`src/rtl/ex_pkg.sv`:
```
// Shared types and constants for the multi-cycle execute stage.
// The op-class decode is kept here so it can be reused by other pipeline stages.
package ex_pkg;

  typedef enum logic [1:0] {
    ST_IDLE,
    ST_MUL,
    ST_DIV,
    ST_HOLD
  } state_t;

  typedef enum logic [1:0] {
    OP_ALU,
    OP_MUL,
    OP_DIV
  } op_class_t;

  localparam logic [2:0] F3_MUL    = 3'b000;
  localparam logic [2:0] F3_MULH   = 3'b001;
  localparam logic [2:0] F3_MULHSU = 3'b010;
  localparam logic [2:0] F3_MULHU  = 3'b011;
  localparam logic [2:0] F3_DIV    = 3'b100;
  localparam logic [2:0] F3_DIVU   = 3'b101;
  localparam logic [2:0] F3_REM    = 3'b110;
  localparam logic [2:0] F3_REMU   = 3'b111;

  function automatic op_class_t decode_class(input logic m_ext, input logic [2:0] funct3);
    if (!m_ext) return OP_ALU;
    if (!funct3[2]) return OP_MUL;
    return OP_DIV;
  endfunction

endpackage

```
`src/rtl/alu.sv`:
```
// Single-cycle integer ALU; alt selects SUB and SRA.
module alu #(
  parameter int XLEN = 32
) (
  input  logic [2:0]      funct3,
  input  logic            alt,
  input  logic [XLEN-1:0] a,
  input  logic [XLEN-1:0] b,
  output logic [XLEN-1:0] y
);

  localparam int SHW = $clog2(XLEN);

  logic [SHW-1:0] shamt;

  assign shamt = b[SHW-1:0];

  always_comb begin
    y = '0;
    case (funct3)
      3'b000: y = alt ? a - b : a + b;
      3'b001: y = a << shamt;
      3'b010: y = {{(XLEN-1){1'b0}}, ($signed(a) < $signed(b))};
      3'b011: y = {{(XLEN-1){1'b0}}, (a < b)};
      3'b100: y = a ^ b;
      3'b101: y = alt ? $unsigned($signed(a) >>> shamt) : a >> shamt;
      3'b110: y = a | b;
      3'b111: y = a & b;
    endcase
  end

endmodule

```
`src/rtl/branch.sv`:
```
// Conditional-branch comparator for BEQ/BNE/BLT/BGE/BLTU/BGEU.
module branch #(
  parameter int XLEN = 32
) (
  input  logic [2:0]      funct3,
  input  logic [XLEN-1:0] a,
  input  logic [XLEN-1:0] b,
  output logic            taken
);

  always_comb begin
    taken = 1'b0;
    case (funct3)
      3'b000:  taken = (a == b);
      3'b001:  taken = (a != b);
      3'b100:  taken = ($signed(a) < $signed(b));
      3'b101:  taken = ($signed(a) >= $signed(b));
      3'b110:  taken = (a < b);
      3'b111:  taken = (a >= b);
      default: taken = 1'b0;
    endcase
  end

endmodule

```
`src/rtl/ex_seq_div_iter.sv`:
```
// Iterative radix-2 restoring divider working on magnitudes, one quotient bit per cycle.
// done is asserted during the final iteration, with result already sign-corrected.
module div_iter #(
  parameter int XLEN = 32
) (
  input  logic            clk,
  input  logic            rst_n,
  input  logic            flush,
  input  logic            start,
  input  logic            is_signed,
  input  logic            is_rem,
  input  logic [XLEN-1:0] a,
  input  logic [XLEN-1:0] b,
  output logic            done,
  output logic [XLEN-1:0] result
);

  localparam int CW = $clog2(XLEN) + 1;

  logic            busy;
  logic [CW-1:0]   count;
  logic [XLEN-1:0] quo;
  logic [XLEN-1:0] rem;
  logic [XLEN-1:0] divisor;
  logic            neg_q;
  logic            neg_r;
  logic            want_rem;
  logic [XLEN-1:0] mag_a;
  logic [XLEN-1:0] mag_b;
  logic [XLEN:0]   shifted;
  logic [XLEN:0]   diff;
  logic            fits;
  logic [XLEN-1:0] quo_next;
  logic [XLEN-1:0] rem_next;

  assign mag_a = (is_signed & a[XLEN-1]) ? -a : a;
  assign mag_b = (is_signed & b[XLEN-1]) ? -b : b;

  // Partial remainder never exceeds the divisor, so XLEN+1 bits hold the shifted value.
  always_comb begin
    shifted  = {rem, quo[XLEN-1]};
    diff     = shifted - {1'b0, divisor};
    fits     = ~diff[XLEN];
    rem_next = fits ? diff[XLEN-1:0] : shifted[XLEN-1:0];
    quo_next = {quo[XLEN-2:0], fits};
  end

  assign done   = busy & (count == CW'(XLEN - 1));
  assign result = want_rem ? (neg_r ? -rem_next : rem_next)
                           : (neg_q ? -quo_next : quo_next);

  always_ff @(posedge clk) begin
    if (!rst_n || flush) begin
      busy     <= 1'b0;
      count    <= '0;
      quo      <= '0;
      rem      <= '0;
      divisor  <= '0;
      neg_q    <= 1'b0;
      neg_r    <= 1'b0;
      want_rem <= 1'b0;
    end else if (start) begin
      busy     <= 1'b1;
      count    <= '0;
      quo      <= mag_a;
      rem      <= '0;
      divisor  <= mag_b;
      neg_q    <= is_signed & (a[XLEN-1] ^ b[XLEN-1]);
      neg_r    <= is_signed & a[XLEN-1];
      want_rem <= is_rem;
    end else if (busy) begin
      quo   <= quo_next;
      rem   <= rem_next;
      count <= count + CW'(1);
      if (done) busy <= 1'b0;
    end
  end

endmodule

```
`src/rtl/mux2.sv`:
```
// Two-input multiplexer used for operand selection.
module mux2 #(
  parameter int W = 32
) (
  input  logic         sel,
  input  logic [W-1:0] a,
  input  logic [W-1:0] b,
  output logic [W-1:0] y
);

  assign y = sel ? b : a;

endmodule

```
`src/rtl/ex_seq.sv`:
```
// Multi-cycle execute stage: single-cycle ALU/branch, fixed-latency multiply,
// iterative divide, with valid/ready on both sides and a redirect flush.
module ex_seq
  import ex_pkg::*;
#(
  parameter int XLEN        = 32,
  parameter int MUL_LATENCY = 2
) (
  input  logic            clk,
  input  logic            rst_n,
  input  logic            flush,
  input  logic            in_valid,
  output logic            in_ready,
  input  logic [XLEN-1:0] pc_plus4,
  input  logic            src1_selector,
  input  logic            src2_selector,
  input  logic            is_branch_op,
  input  logic [2:0]      funct3,
  input  logic [6:0]      funct7,
  input  logic [XLEN-1:0] imm,
  input  logic [XLEN-1:0] rd1,
  input  logic [XLEN-1:0] rd2,
  output logic            out_valid,
  input  logic            out_ready,
  output logic [XLEN-1:0] ex_result,
  output logic            is_branched
);

  localparam int MCW = $clog2(MUL_LATENCY + 1) + 1;

  state_t            state;
  op_class_t         op_class;
  logic [MCW-1:0]    mul_count;
  logic [XLEN-1:0]   mul_q;
  logic [XLEN-1:0]   src1;
  logic [XLEN-1:0]   src2;
  logic [XLEN-1:0]   alu_y;
  logic              br_taken;
  logic              accept;
  logic              a_signed;
  logic              b_signed;
  logic [2*XLEN-1:0] a_wide;
  logic [2*XLEN-1:0] b_wide;
  logic [2*XLEN-1:0] product;
  logic [XLEN-1:0]   mul_value;
  logic              div_signed;
  logic              div_rem;
  logic              div_by_zero;
  logic              div_ovf;
  logic              div_special;
  logic [XLEN-1:0]   special_value;
  logic              div_start;
  logic              div_done;
  logic [XLEN-1:0]   div_result;
  logic              unused_funct7;

  assign unused_funct7 = ^{funct7[6], funct7[4:1]};

  mux2 #(.W(XLEN)) u_src1_mux (.sel(src1_selector), .a(rd1), .b(pc_plus4), .y(src1));
  mux2 #(.W(XLEN)) u_src2_mux (.sel(src2_selector), .a(rd2), .b(imm),      .y(src2));

  alu #(.XLEN(XLEN)) u_alu (.funct3(funct3), .alt(funct7[5]), .a(src1), .b(src2), .y(alu_y));

  branch #(.XLEN(XLEN)) u_branch (.funct3(funct3), .a(rd1), .b(rd2), .taken(br_taken));

  assign op_class  = decode_class(funct7[0], funct3);
  assign in_ready  = ((state == ST_IDLE) | ((state == ST_HOLD) & out_ready)) & ~flush;
  assign out_valid = (state == ST_HOLD);
  assign accept    = in_valid & in_ready;

  // Sign-extending both operands to 2*XLEN makes one multiplier serve all four variants.
  assign a_signed  = (funct3 == F3_MULH) | (funct3 == F3_MULHSU);
  assign b_signed  = (funct3 == F3_MULH);
  assign a_wide    = {{XLEN{a_signed & src1[XLEN-1]}}, src1};
  assign b_wide    = {{XLEN{b_signed & src2[XLEN-1]}}, src2};
  assign product   = a_wide * b_wide;
  assign mul_value = (funct3 == F3_MUL) ? product[XLEN-1:0] : product[2*XLEN-1:XLEN];

  assign div_signed    = ~funct3[0];
  assign div_rem       = funct3[1];
  assign div_by_zero   = (src2 == '0);
  assign div_ovf       = div_signed & (src1 == {1'b1, {(XLEN-1){1'b0}}}) & (src2 == '1);
  assign div_special   = div_by_zero | div_ovf;
  assign special_value = div_by_zero ? (div_rem ? src1 : '1) : (div_rem ? '0 : src1);
  assign div_start     = accept & (op_class == OP_DIV) & ~div_special;

  div_iter #(.XLEN(XLEN)) u_div (
    .clk       (clk),
    .rst_n     (rst_n),
    .flush     (flush),
    .start     (div_start),
    .is_signed (div_signed),
    .is_rem    (div_rem),
    .a         (src1),
    .b         (src2),
    .done      (div_done),
    .result    (div_result)
  );

  always_ff @(posedge clk) begin
    if (!rst_n) begin
      state       <= ST_IDLE;
      ex_result   <= '0;
      is_branched <= 1'b0;
      mul_count   <= '0;
      mul_q       <= '0;
    end else if (flush) begin
      state     <= ST_IDLE;
      mul_count <= '0;
    end else begin
      case (state)
        ST_IDLE, ST_HOLD: begin
          if (accept) begin
            case (op_class)
              OP_ALU: begin
                state       <= ST_HOLD;
                ex_result   <= alu_y;
                is_branched <= is_branch_op & br_taken;
              end
              OP_MUL: begin
                is_branched <= 1'b0;
                if (MUL_LATENCY == 1) begin
                  state     <= ST_HOLD;
                  ex_result <= mul_value;
                end else begin
                  state     <= ST_MUL;
                  mul_q     <= mul_value;
                  mul_count <= MCW'(1);
                end
              end
              OP_DIV: begin
                is_branched <= 1'b0;
                if (div_special) begin
                  state     <= ST_HOLD;
                  ex_result <= special_value;
                end else begin
                  state <= ST_DIV;
                end
              end
              default: state <= ST_IDLE;
            endcase
          end else if ((state == ST_HOLD) && out_ready) begin
            state <= ST_IDLE;
          end
        end
        ST_MUL: begin
          if (mul_count == MCW'(MUL_LATENCY - 1)) begin
            state     <= ST_HOLD;
            ex_result <= mul_q;
            mul_count <= '0;
          end else begin
            mul_count <= mul_count + MCW'(1);
          end
        end
        ST_DIV: begin
          if (div_done) begin
            state     <= ST_HOLD;
            ex_result <= div_result;
          end
        end
        default: state <= ST_IDLE;
      endcase
    end
  end

endmodule

```
`config.mk`:
```
export PLATFORM = sky130hd
export DESIGN_NAME = ex_seq
export DESIGN_NICKNAME = d
export VERILOG_FILES = /design/src/rtl/ex_pkg.sv /design/src/rtl/alu.sv /design/src/rtl/branch.sv /design/src/rtl/ex_seq_div_iter.sv /design/src/rtl/mux2.sv /design/src/rtl/ex_seq.sv
export SDC_FILE = /design/constraint.sdc
export NUM_CORES = 2
export LEC_CHECK = 0
export CORE_MARGIN = 5
export CORE_UTILIZATION = 46
export DETAILED_ROUTE_END_ITERATION = 12
export DONT_BUFFER_PORTS = 1
export GPL_TIMING_DRIVEN = 0
export PLACE_DENSITY_LB_ADDON = 0.25
export SYNTH_ARGS = -nofsm -noshare
export SYNTH_HDL_FRONTEND = slang
export SYNTH_SLANG_ARGS = --single-unit
```
`constraint.sdc`:
```
create_clock -name clk -period 13.1 [get_ports clk]
set_clock_uncertainty 0.1 [all_clocks]
set_input_delay 1.965 -clock clk [delete_from_list [all_inputs] [get_ports clk]]
set_output_delay 1.965 -clock clk [all_outputs]
set_load 0.1 [all_outputs]
```
==> results.ini <==
[synth]
synth_area_um2 = 61600
synthFlopType = dfxtp_1
seq_area_frac_synth_pct = 5.72
async_reset_ff_share_pct = 0
synthDistinctLibCells = 110
synth_top_area_share_pct = 36.6
synth_nets = 9309
synthTopCellsByArea = fa_1 (37%), inv_1 (8.3%), ha_1 (7.8%), nand2_1 (6.8%), dfxtp_1 (5.7%)
netlist_instances = 7652
yosys_register_bits = 176
ys.warnings.count = 0
synth_area_leader_cell = fa_1
avgSynthCellArea_um2 = 8.06
synth_edf_count = 0

[clock_tree]
clk_pin_slew_ps = 90
cts_buffer_depth = 2
postCtsHoldBufs = 0
cts.sink_count = 176
cts_buffers = 17
cts_tree = built
clock_latency_ps = 510
htree_levels = 4
cts_root_buf = clkbuf_16

[timing]
fmax_mhz = 75.6
period_minus_slack_ps = 13230
setup_violations = 1
worstMarginPinSlew_ps = 1620
relSlewSlack_pct = -8.23
drv_slew = 62
min_period_over_period_pct = 101
setup_ws_ps = -131
hold_slack_ps = 394
finalHoldViolCount = 0
rsz0062_at_grt = yes

[cells_and_area]
final_util_pct = 48.9
layout-drive-gt1-share_pct = 4.15
synthToLayoutAreaGrowth_pct = 5.81
final_common_cell = inv_1
num-nets-final = 9348
fill_cells = 13383
final_cell_mix = inv_1 (1355), fa_1 (1126), nand2_1 (1119), nor2_1 (639), ha_1 (382)

[routing]
detail_route.iter0.violations = 7839
post_drt_wl_per_cell_um = 36.0
firstDrtPassIters = 6
ant_nets = 0
vias = 61490
drc = 0
viasPerCell = 6.47
wirelength_um = 342000

[worst_setup_path]
endpoint_kind = flip-flop
crit_path_start_kind = primary input
slowest_delay_ps = 1010
required_ps = 13430
cp_slowest_cell = clkinvlp_4
cp_max_fo = 10
cp.arrival_ps = 13560
critPathMostFrequentCell = fa_1
criticalPathCategory = primary input to flip-flop

[place]
place_ws_ps = -1280
hpwl_um = 283000
globalplace.congestion = 1.13
io_buffers = 0

[floorplan]
die_h_um = 376
num_rows = 134
die_area_um2 = 141000
core_area_um2 = 133000
die_x_um = 376
num_io_pins = 181
start_util_pct = 46.3

[global_routing]
grt_start_max_net_pins = 25
overflow = 0
grt_pass1_wl_um = 470000
antenna_found_initial = 45
grtUsageTotal_pct = 47.6
grt_pass1_vias = 60817

[status]
violations = capacitance limit, slew limit, setup timing
status = finished with violations

[hold_path]
hold_class = flip-flop to flip-flop

[run]
max-cap-violations = 8

==> critical path: cells and delay by family <==
family / cells / cell delay (ps)
AND/OR/NAND/NOR: 2 / 520
AO/OA/AOI/OAI: 10 / 3050
buffers and inverters: 10 / 2900
adder cells (fa/ha/maj): 10 / 5080
==> repair_timing <==
action	in CTS	in global routing
buffers inserted	3	15
gates resized for setup	31	69
setup endpoints to repair	24	22
==> layout make-up <==
cell class              count  area (um2)  area share, %
well taps                1768        2210           3.39
inverters                1385        5230           8.02
clock buffers              17         425          0.652
diodes                     31        77.6          0.119
clock inverters            15         218          0.334
plain buffers             475        2070           3.17
repair buffers             35         358          0.549
multi-input cells        5601       51100           78.4
flip-flops and latches    176        3520           5.40
==> flip-flops by register name, indices dropped and copies added (netlist names) <==
register	flops
ex_result	32
mul_q	32
u_div.divisor	32
u_div.quo	32
u_div.rem	32
u_div.count	6
mul_count	3
state	2
is_branched	1
u_div.busy	1
u_div.neg_q	1
u_div.neg_r	1
u_div.want_rem	1
==> cells by family after synthesis <==
family          after synthesis  synth area share (%)
fa+ha+maj                  1536                  44.8
mux                         275                  4.84
simple gates               2222                  15.5
xor+xnor                    215                  3.05
flops                       176                  5.72
compound gates             1353                  14.4
buf+inv                    1875                  11.7
==> synthesized netlist by cell type (58+ instances only) <==
| cell type | count |
|---|---|
| a211oi_1 | 102 |
| a21o_1 | 93 |
| a21oi_1 | 342 |
| a31oi_1 | 60 |
| buf_1 | 101 |
| clkbuf_1 | 330 |
| dfxtp_1 | 176 |
| fa_1 | 1128 |
| ha_1 | 383 |
| inv_1 | 1361 |
| mux2i_1 | 234 |
| nand2_1 | 1120 |
| nand3_1 | 66 |
| nor2_1 | 641 |
| nor3_1 | 87 |
| o211ai_1 | 75 |
| o21ai_0 | 284 |
| xnor2_1 | 157 |
| xor2_1 | 58 |
==> per-stage QoR <==
step	instance area [um2]	instances	TNS (ps)
floorplan	61600	7652	0
global placement	63900	9420	-28430
detailed placement	64200	9437	-22870
CTS	64900	9463	0
global route	65200	9472	-92.7
finish	65200	9503	-131
==> final timing paths <==
kind | cells after the start | end | startpoint | slack, ps
worst max register to register | 21 | ex_result[26] | u_div.divisor[0] | 6150
worst min-delay path | 2 | u_div.divisor[25] | u_div.divisor[25] | 390
worst min register to register | 2 | u_div.divisor[25] | u_div.divisor[25] | 390
worst max-delay path | 32 | mul_q[26] | src2_selector | -130
==> metal layers <==
layer	global-route usage (%)	routed length, um
met3	15.4	41800
met2	69.4	141000
met5	0	69
met1	57.0	121000
met4	39.9	37700
Power is not shown: default switching activity piles up to over one toggle a cycle in this logic, so the estimate is an artifact.
